`src/rtl/toggle_period_meter.sv`:
```
`default_nettype none
// ============================================================================
//  Module      : toggle_period_meter
//  Description : Measures period and high time, in clk cycles, of a slow
//                asynchronous toggling input. It also flags when the input
//                has stopped producing rising edges.
//  Ports       : clk         system clock
//                rst_n       asynchronous active-low reset
//                sig_in      asynchronous toggling input under measurement
//                period      cycles between the last two rising edges
//                high_time   cycles from the measured rising edge to the
//                            following falling edge
//                meas_valid  1-cycle pulse, period/high_time just updated
//                timeout     level, no rising edge for TIMEOUT cycles
//  Revision    : 1.0  initial release
// ============================================================================
module toggle_period_meter #(
    parameter int CNT_W       = 16,
    parameter int SYNC_STAGES = 2,
    parameter int TIMEOUT     = 50000
) (
    input  logic             clk,
    input  logic             rst_n,
    input  logic             sig_in,
    output logic [CNT_W-1:0] period,
    output logic [CNT_W-1:0] high_time,
    output logic             meas_valid,
    output logic             timeout
);

    typedef enum logic [0:0] {
        IDLE    = 1'b0,
        MEASURE = 1'b1
    } state_t;

    localparam logic [CNT_W-1:0] c_timeout = CNT_W'(TIMEOUT);
    localparam logic [CNT_W-1:0] c_one     = CNT_W'(1);

    state_t                 state_q,      state_d;
    logic [SYNC_STAGES-1:0] sync_q,       sync_d;
    logic                   prev_q,       prev_d;
    logic [CNT_W-1:0]       cnt_q,        cnt_d;
    logic [CNT_W-1:0]       hi_lat_q,     hi_lat_d;
    logic [CNT_W-1:0]       period_q,     period_d;
    logic [CNT_W-1:0]       high_time_q,  high_time_d;
    logic                   meas_valid_q, meas_valid_d;
    logic                   timeout_q,    timeout_d;

    logic w_s;
    logic w_rise;
    logic w_fall;

    // Synchronizer shift chain and edge detection on its last stage
    assign sync_d = {sync_q[SYNC_STAGES-2:0], sig_in};
    assign w_s    = sync_q[SYNC_STAGES-1];
    assign prev_d = w_s;
    assign w_rise = w_s & ~prev_q;
    assign w_fall = ~w_s & prev_q;

    always_comb begin
        state_d      = state_q;
        cnt_d        = cnt_q;
        hi_lat_d     = hi_lat_q;
        period_d     = period_q;
        high_time_d  = high_time_q;
        meas_valid_d = 1'b0;
        timeout_d    = timeout_q;

        case (state_q)
            IDLE: begin
                // Only a rising edge arms the meter; the first interval is
                // partial, so it produces no measurement.
                if (w_rise) begin
                    state_d   = MEASURE;
                    cnt_d     = c_one;
                    hi_lat_d  = '0;
                    timeout_d = 1'b0;
                end
            end
            MEASURE: begin
                // A rise landing exactly on the timeout count still counts as
                // a valid measurement, so it is checked first.
                if (w_rise) begin
                    period_d     = cnt_q;
                    high_time_d  = hi_lat_q;
                    meas_valid_d = 1'b1;
                    cnt_d        = c_one;
                    hi_lat_d     = '0;
                end else if (cnt_q == c_timeout) begin
                    timeout_d = 1'b1;
                    state_d   = IDLE;
                    cnt_d     = '0;
                end else begin
                    cnt_d = cnt_q + c_one;
                    if (w_fall) begin
                        hi_lat_d = cnt_q;
                    end
                end
            end
            default: begin
                state_d = IDLE;
                cnt_d   = '0;
            end
        endcase
    end

    always_ff @(posedge clk or negedge rst_n) begin
        if (!rst_n) begin
            state_q      <= IDLE;
            sync_q       <= '0;
            prev_q       <= 1'b0;
            cnt_q        <= '0;
            hi_lat_q     <= '0;
            period_q     <= '0;
            high_time_q  <= '0;
            meas_valid_q <= 1'b0;
            timeout_q    <= 1'b0;
        end else begin
            state_q      <= state_d;
            sync_q       <= sync_d;
            prev_q       <= prev_d;
            cnt_q        <= cnt_d;
            hi_lat_q     <= hi_lat_d;
            period_q     <= period_d;
            high_time_q  <= high_time_d;
            meas_valid_q <= meas_valid_d;
            timeout_q    <= timeout_d;
        end
    end

    assign period     = period_q;
    assign high_time  = high_time_q;
    assign meas_valid = meas_valid_q;
    assign timeout    = timeout_q;

endmodule
`default_nettype wire

```
`config.mk`:
```
export PLATFORM = sky130hd
export DESIGN_NAME = toggle_period_meter
export DESIGN_NICKNAME = d
export VERILOG_FILES = /design/src/rtl/toggle_period_meter.sv
export SDC_FILE = /design/constraint.sdc
export NUM_CORES = 1
export LEC_CHECK = 0
export CORE_ASPECT_RATIO = 1.4
export CORE_MARGIN = 2
export CORE_UTILIZATION = 45
export DETAILED_ROUTE_END_ITERATION = 12
export GPL_TIMING_DRIVEN = 0
export PLACE_DENSITY = 0.65
export SYNTH_ARGS = -nofsm -noshare
export SYNTH_HDL_FRONTEND = slang
export SYNTH_SLANG_ARGS = --single-unit
```
`constraint.sdc`:
```
create_clock -name clk -period 3 [get_ports clk]
set_clock_uncertainty 0.1 [all_clocks]
set_input_delay 0.45 -clock clk [delete_from_list [all_inputs] [get_ports clk]]
set_output_delay 0.45 -clock clk [all_outputs]
set_load 0.1 [all_outputs]
```
[Word-level counts from Yosys, hierarchy flattened]
Cells that the tools add are included.
Cells by class
  bitwise operators: 5
  reductions and logical operators: 3
  multiplexer cells: 18
  $add $sub $neg: 1
  eq/ne operators: 6
Operator list (number)
  $mux 16: 7
  $pmux 16 s2: 2
  $add 16x1->16 const B: 1
  $eq 16x16->1 const B: 1
  $mux 1: 7
  $reduce_and 3->1: 2
  $ne 2x2->1 const B: 2
  $pmux 1 s2: 2
  $ne 3x1->1 const B: 1
  $ne 3x3->1 const B: 1
  $not 1->1: 3
  $and 1x1->1: 2
  $ne 2x1->1 const B: 1
  $reduce_and 2->1: 1
Word-level totals
  register bits after elaboration: 70
  word-level logic and storage cells: 42
  input bits: 3
  output and inout bits: 34

[Longest topological paths before layout]
Gate-level depths: netlist of the first run.
  depth in word-level cells: 6
  depth in mapped cells: 8
  depth with buffers taken out: 6

[Least setup slack after synthesis of the first run]
No wires, ideal clock.
  path kind: register to register
  start: reg cnt_q[0]
  end: reg cnt_q[13]
  path buffers: 2
  clock period less this slack: 1.930 ns
  cell stages (with the launch flop): 9
  data required time: 2.779 ns
  slack: 1.070 ns
  arrival time: 1.709 ns
  setup time: 0.121 ns
  path through: dfrtp_1 > inv_1 > ha_1 > nor4b_1 > and4_1 > buf_4 > buf_2 > o31ai_1 > a22o_1
Between the ends
  word-level cells in the longest chain between the ends: 4
RTL lines
  from (decl): RTL line 42  | logic [CNT_W-1:0] cnt_q, cnt_d;
  from (signal assigned): RTL line 122  | cnt_q <= cnt_d;
  $add 16x1->16 or $eq 16x16->1 (tied branches): RTL line 94, 89
  $mux 16 *: RTL line 89  | end else if (cnt_q == c_timeout) begin
  $mux 16 *: RTL line 83  | if (w_rise) begin
  $pmux 16 s2 *: RTL line 69  | case (state_q)
Mark *: on every way between the ends. The rest lies on a longest branch, timed or not.
A chain may end at the register's enable or synchronous reset.

[Worst setup path in the final report of the first run]
  start: reg timeout_q, in the netlist timeout
  end: out timeout
RTL lines
  from (decl): RTL line 47  | logic timeout_q, timeout_d;
  from (signal assigned): RTL line 127  | timeout_q <= timeout_d;
  to (decl): RTL line 28  | output logic timeout
No word-level cell between the ends.

==> metrics.md, run 1 <==
| Metric | Value |
|---|---|
| Outcome | `finished, final reports clean` |
| Flop-to-flop setup slack | `approximately 580 ps` |
| Rel. slew slack | `a little over a third` |
| R2R Path Start | `cnt_q[0]` |
| Fin nets | `between 300 and 400` |
| CTS tree | `done` |
| DRC Markers | `0` |
| Initial antenna violation count | `0` |
| Starting Density | `approximately 46%` |
| Final instance area | `approximately 3800 sq um` |
| Final setup vio count | `0` |
| Post-layout util | `55.5%` |
| Lkg Pwr | `around 1.7 nW` |
| Worst Setup End Kind | `output port` |
| Grt ovf | `0` |
| Max clock buf depth | `2` |
| Vias in the first global route | `2402` |
| Synth-to-layout area growth | `21.1%` |
| Worst Reg-to-Reg Cells | `7` |
| Syn Area/Cell | `about 11 sq um` |
| Crit path DAT | `about 1900 ps` |
| I/O pin cnt | `37` |
| Final worst path period need | `2420 ps` |
| Post-Syn Instances | `between 200 and 300` |
| Clk slew on worst S/H paths | `70 ps` |
| Slowest CP cell | `clkdlybuf4s50_1` |
| Unique cell type count in the Yosys netlist | `39` |
| Htree depth | `3` |
| Layout cells sized above 1 | `approximately 13%` |
| Area contributors post-synth | `dfrtp_1, mux2_2, a22o_1` |
| RR Endpoint | `hi_lat_q[8]` |
| Die W | `between 70 and 80 microns` |
| Final worst-path cycle share | `between 80% and 90%` |
| Hold-fix buffers, CTS | `0` |
| WL final | `~7500 microns` |
| Critical path cell sequence | `clkdlybuf4s50_1` |
| Clk root buf | `clkbuf_8` |
| Total Neg Setup Slack | `0 ps` |
| DP Worst Slack | `~640 ps` |
| Worst slew pin tran | `a little under 1000 ps` |
| Area post-placement | `3630 sq um` |
| Reg area | `roughly 1800 sq um` |
| Synth Register Bits | `70` |
| Post-CTS setup buffer count | `0` |
| Yosys warning total | `0` |
| Hold WS | `109 ps` |
| Detailed placer's ending HPWL | `5120 microns` |
| Synth area leader | `dfrtp_1` |
| CP Max Fanout | `2` |
| Num CTS Buffers | `9` |
| Worst-skew pair later-pin latency | `approximately 360 ps` |
| Syn_nets | `296` |
| CTS Sinks | `70` |
| Final setup margin | `around 580 ps` |
| Core area | `around 6900 sq um` |
| CP Class | `reg -> out` |
| WP depth | `1` |
| CP Buf/Inv Count | `1` |
| Vias | `roughly 2.5k` |
| F_max | `a little over 400 MHz` |
| Die H | `roughly 100 microns` |
| CTS resizes | `0` |
| WL per Instance | `around 17 microns` |
| Endpoints failing hold | `0` |
| Cell Area, Synth | `3160 sq um` |
| Diode count | `0` |
| IO Port Bufs | `36` |
| Critical Path RT | `about 2500 ps` |
| Routability congestion estimate | `0.844` |
| Seq/Total Area, Yosys | `between 50% and 60%` |
| Unrepaired setup endpoints after global routing | `false` |
| Startpoint Class | `register` |
| ANT nets after route | `0` |
| Multi-input combinational cell area | `approximately 1300 sq um` |
| Slew Viols, Final | `0` |
| GRT Overall Usage | `between 20 and 25%` |
| Top delay family on crit path | `buffers and inverters` |
| Max_cap viols | `0` |
| First-pass GRT wire length | `roughly 12000 microns` |
| Total Die Area | `~7700 sq um` |
| DRT Pass-1 Iters | `4` |
| Power Density | `645 nW/um^2` |
| Fill cell count | `between 500 and 600` |
| Worst hold path class | `in -> async` |
| Largest net degree at the start of global routing | `between 70 and 80` |
| DR iter-0 viols | `approximately 220` |
| Max IR drop VDD | `426 uV` |
| Row Count | `36` |
| Synth top area share | `between 50% and 60%` |
| Vias/cell | `roughly 5.6` |
| CP peak stage delay | `about 1100 ps` |
==> cell families after synthesis <==
family          count (synthesis)  share of synthesized area, %
compound gates                 81                          19.0
flops                          70                          55.5
xor+xnor                        1                         0.277
mux                            17                          6.06
buf+inv                        37                          4.87
fa+ha+maj                       2                         0.792
simple gates                   83                          13.5
==> worst max path at each step <==
stage / end / slack (ps) / start
global route: hi_lat_q[8] / 460 / cnt_q[0]
global placement: period[7] / -990 / rst_n
finish: timeout / 580 / timeout
detailed placement: hi_lat_q[9] / 640 / cnt_q[0]
CTS: timeout / 580 / timeout
floorplan: cnt_q[13] / 1070 / cnt_q[0]
==> registers in the layout (all words and copies together), names as in the netlist <==
signal      count
period         16
state_q         1
meas_valid      1
high_time      16
cnt_q          16
hi_lat_q       16
sync_q          2
timeout         1
prev_q          1
==> cells in the mapped netlist, drive strengths merged <==
master / number
a22o: 18
a31oi: 9
a41oi: 1
and3: 1
and3b: 1
and4: 1
and4b: 1
buf: 8
clkbuf: 12
dfrtp: 70
ha: 2
inv: 17
mux2: 17
nand2: 40
nand2b: 2
nand3: 5
nand4: 5
nor2: 5
nor2b: 1
nor3: 7
nor4: 3
nor4b: 2
o211ai: 4
o21a: 2
o21ai: 25
o221ai: 1
o22ai: 2
o311a: 2
o31ai: 2
o41ai: 15
or3: 3
or4: 6
xnor2: 1
==> layout by cell type (no fill, tap or decap), types with 2 or more instances in the layout <==
cell type,count
o22ai_1,2
inv_1,17
o41ai_1,15
buf_4,3
dfrtp_1,70
nor4_1,3
a22o_1,18
buf_2,6
nor3_1,7
nor4b_1,2
or3_1,2
o21ai_0,25
or4_4,2
nor2_1,5
nand3_1,4
o211ai_1,3
o311a_1,2
nand2b_1,2
a31oi_1,8
o21a_1,2
or4_1,4
nand2_1,40
mux2_2,17
clkdlybuf4s50_1,35
clkbuf_1,14
o31ai_1,2
clkbuf_8,11
ha_1,2
nand4_1,5
==> per-layer routing <==
metal | part of all wire (%) | vias up | track usage (%)
met4 | 2.7 | 0 | 10.4
met2 | 50 | 75 | 33.3
met5 | 0 | - | 0
met3 | 5.4 | 16 | 6.55
li1 | - | 1170 | -
met1 | 42 | 1199 | 28.8
==> stage by stage <==
stage          instances  power [mW]
5_1_grt              436        2.57
3_3_place_gp         422        1.72
2_1_floorplan        291        1.56
4_1_cts              436        2.49
6_report             436        2.47
3_5_place_dp         422        1.73
==> cell type report <==
type                       count  share of cell area, %
sequential                    70                   45.8
multi-input combinational    184                   32.8
timing repair buffer          36                   9.36
clock buffer                  13                   4.16
tap                           95                   3.11
buffer                        20                   2.36
inverter                      17                   1.67
clock inverter                 1                  0.785
==> power by group <==
part / internal [mW] / switching (mW)
clock network: 0.421 / 0.339
registers: 1.02 / 0.0695
logic: 0.157 / 0.455
Note: power is estimated with default switching activity, not from simulation.
==> run 2, diff against run 1 <==
--- a/config.mk
+++ b/config.mk
@@ -10,7 +10,7 @@
 export CORE_UTILIZATION = 45
 export DETAILED_ROUTE_END_ITERATION = 12
 export GPL_TIMING_DRIVEN = 0
-export PLACE_DENSITY = 0.65
+export PLACE_DENSITY = 0.68
 export SYNTH_ARGS = -nofsm -noshare
 export SYNTH_HDL_FRONTEND = slang
 export SYNTH_SLANG_ARGS = --single-unit
==> constraint.sdc (replaced) <==
create_clock -name clk -period 2.05 [get_ports clk]
set_clock_uncertainty 0.1 [all_clocks]
set_input_delay 0.3075 -clock clk [delete_from_list [all_inputs] [get_ports clk]]
set_output_delay 0.3075 -clock clk [all_outputs]
set_load 0.1 [all_outputs]
==> metrics.md, run 2 (synthesis results as in run 1) <==
| Metric | Value |
|---|---|
| Final instance area | `4030 sq um (was 3820 sq um)` |
| Clk root buf | `clkbuf_8 (unchanged)` |
| WL per Instance | `17.8 microns (was 17.1 microns)` |
| Core area | `6890 sq um (unchanged)` |
| CP Class | `reg -> out (unchanged)` |
| IO Port Bufs | `36 (unchanged)` |
| DP Worst Slack | `-301 ps (was 637 ps)` |
| First-pass GRT wire length | `12400 microns (unchanged)` |
| WP depth | `1 (unchanged)` |
| Row Count | `36 (unchanged)` |
| Worst Setup End Kind | `output port (unchanged)` |
| Slew Viols, Final | `0 (unchanged)` |
| Critical Path RT | `1640 ps (was 2450 ps)` |
| Total Die Area | `7710 sq um (unchanged)` |
| Clk slew on worst S/H paths | `70 ps (about the same)` |
| Startpoint Class | `register (unchanged)` |
| Die H | `103 microns (unchanged)` |
| Routability congestion estimate | `0.876 (was 0.844)` |
| Overall power | `3.69 mW (was 2.47 mW)` |
| Final worst path period need | `a little over 2000 ps` |
| Vias in the first global route | `2440 (was 2402)` |
| Worst hold path depth | `0` |
| DRC Markers | `0 (unchanged)` |
| Worst Reg-to-Reg Cells | `8 (was 7)` |
| F_max | `around 500 MHz` |
| Final setup margin | `39.6 ps (was 579 ps)` |
| I/O pin cnt | `37 (unchanged)` |
| Largest net degree at the start of global routing | `71 (unchanged)` |
| Final setup vio count | `0 (unchanged)` |
| Die W | `74.8 microns (unchanged)` |
| Endpoints failing hold | `0 (unchanged)` |
| Non-filler instance count after layout | `451 (was 436)` |
| Total Neg Setup Slack | `0 ps (unchanged)` |
| Outcome | `finished, final reports clean (unchanged)` |
| Post-layout util | `58.5% (was 55.5%)` |
| Final worst-path cycle share | `roughly 98%` |
| Lkg Pwr | `1.93 nW (was 1.67 nW)` |
| DR iter-0 viols | `199 (was 215)` |
| Critical path cell sequence | `dlygate4sd2_1 (was clkdlybuf4s50_1)` |
| Crit path DAT | `1600 ps (was 1870 ps)` |
| CP Max Fanout | `2 (unchanged)` |
| Layout cells sized above 1 | `20.8% (was 12.9%)` |
| DRT Pass-1 Iters | `5 (was 4)` |
| Diode count | `0 (unchanged)` |
| Max IR drop VDD | `477 uV (was 426 uV)` |
| Synth-to-layout area growth | `27.7% (was 21.1%)` |
| Area post-placement | `3630 sq um (unchanged)` |
| Fin nets | `356 (was 343)` |
| Initial antenna violation count | `0 (unchanged)` |
| Unrepaired setup endpoints after global routing | `true (was false)` |
| WL final | `8050 microns (was 7460 microns)` |
| CTS tree | `done (unchanged)` |
| Most frequent cells in the layout | `dfrtp_1, nand2_1, dlygate4sd2_1 (was dfrtp_1, nand2_1, clkdlybuf4s50_1)` |
| Commonest non-fill, non-tap cell in the layout | `dfrtp_1 (unchanged)` |
| Hold WS | `251 ps (was 109 ps)` |
| GRT Overall Usage | `22.0% (about the same)` |
| CTS Sinks | `70 (unchanged)` |
| Htree depth | `3 (unchanged)` |
| Num CTS Buffers | `9 (unchanged)` |
| CP Buf/Inv Count | `1 (unchanged)` |
| Power Density | `916 nW/um^2 (was 645 nW/um^2)` |
| Detailed placer's ending HPWL | `5210 microns (was 5120 microns)` |
| Worst slew pin tran | `965 ps (was 973 ps)` |
| Vias/cell | `5.75 (was 5.64)` |
| CP peak stage delay | `870 ps (was 1140 ps)` |
| Starting Density | `45.8% (unchanged)` |
| Inst Count DP | `422 (unchanged)` |
| Max_cap viols | `0 (unchanged)` |
| Grt ovf | `0 (unchanged)` |
| Top delay family on crit path | `buffers and inverters (unchanged)` |
| Rel. slew slack | `35.9% (was 34.9%)` |
| Worst hold path class | `reg -> reg (was in -> async)` |
| Max clock buf depth | `2 (unchanged)` |
| Vias | `2595 (was 2460)` |
| Fill cell count | `607 (was 589)` |
| Worst-skew pair later-pin latency | `360 ps (about the same)` |
| ANT nets after route | `0 (unchanged)` |
| Slowest CP cell | `dlygate4sd2_1 (was clkdlybuf4s50_1)` |
-- run 2: metal layers --
layer	global-route usage (%)	vias up	part of all wire, %	wire [microns]
met5	0	-	0	0
met4	14.1	0	3.9	316
met3	2.64	24	4.9	392
met2	35.7	104	49	3950
met1	27.4	1271	42	3390
li1	-	1196	-	-
-- run 2: power breakdown --
group          internal [mW]  switching [mW]
clock                  0.627           0.507
sequential              1.50           0.122
combinational          0.246           0.690
total                   2.37            1.32
-- run 2: path summary, 6_finish.rpt --
path | startpoint | slack (ps) | to
setup reg to reg | cnt_q[0] | 40 | cnt_q[13]
hold / removal | sync_q[0] | 250 | sync_q[1]
min in group asynchronous | rst_n | 500 | period[10]
max in group asynchronous | rst_n | 740 | cnt_q[0]
setup / recovery | period[14] | 40 | period[14]
hold reg to reg | sync_q[0] | 250 | sync_q[1]
-- run 2: repair_timing --
item,4_1_cts,5_1_grt
setup buffers,5,5
pin swaps,3,2
hold buffers,1,0
setup endpoints to repair,67,45
endpoints found under the hold margin,4,0
gates resized for setup,45,22
gates cloned,0,2
-- run 2: layout make-up --
cell class	count	area, sq um	share of cell area (%)
Buffer	20	124	3.07
Clock buffer	13	159	3.94
Clock inverter	3	42.5	1.05
Inverter	17	66.3	1.64
Multi-Input combinational cell	184	1320	32.7
Sequential cell	70	1750	43.5
Tap cell	95	119	2.95
Timing Repair Buffer	49	450	11.2
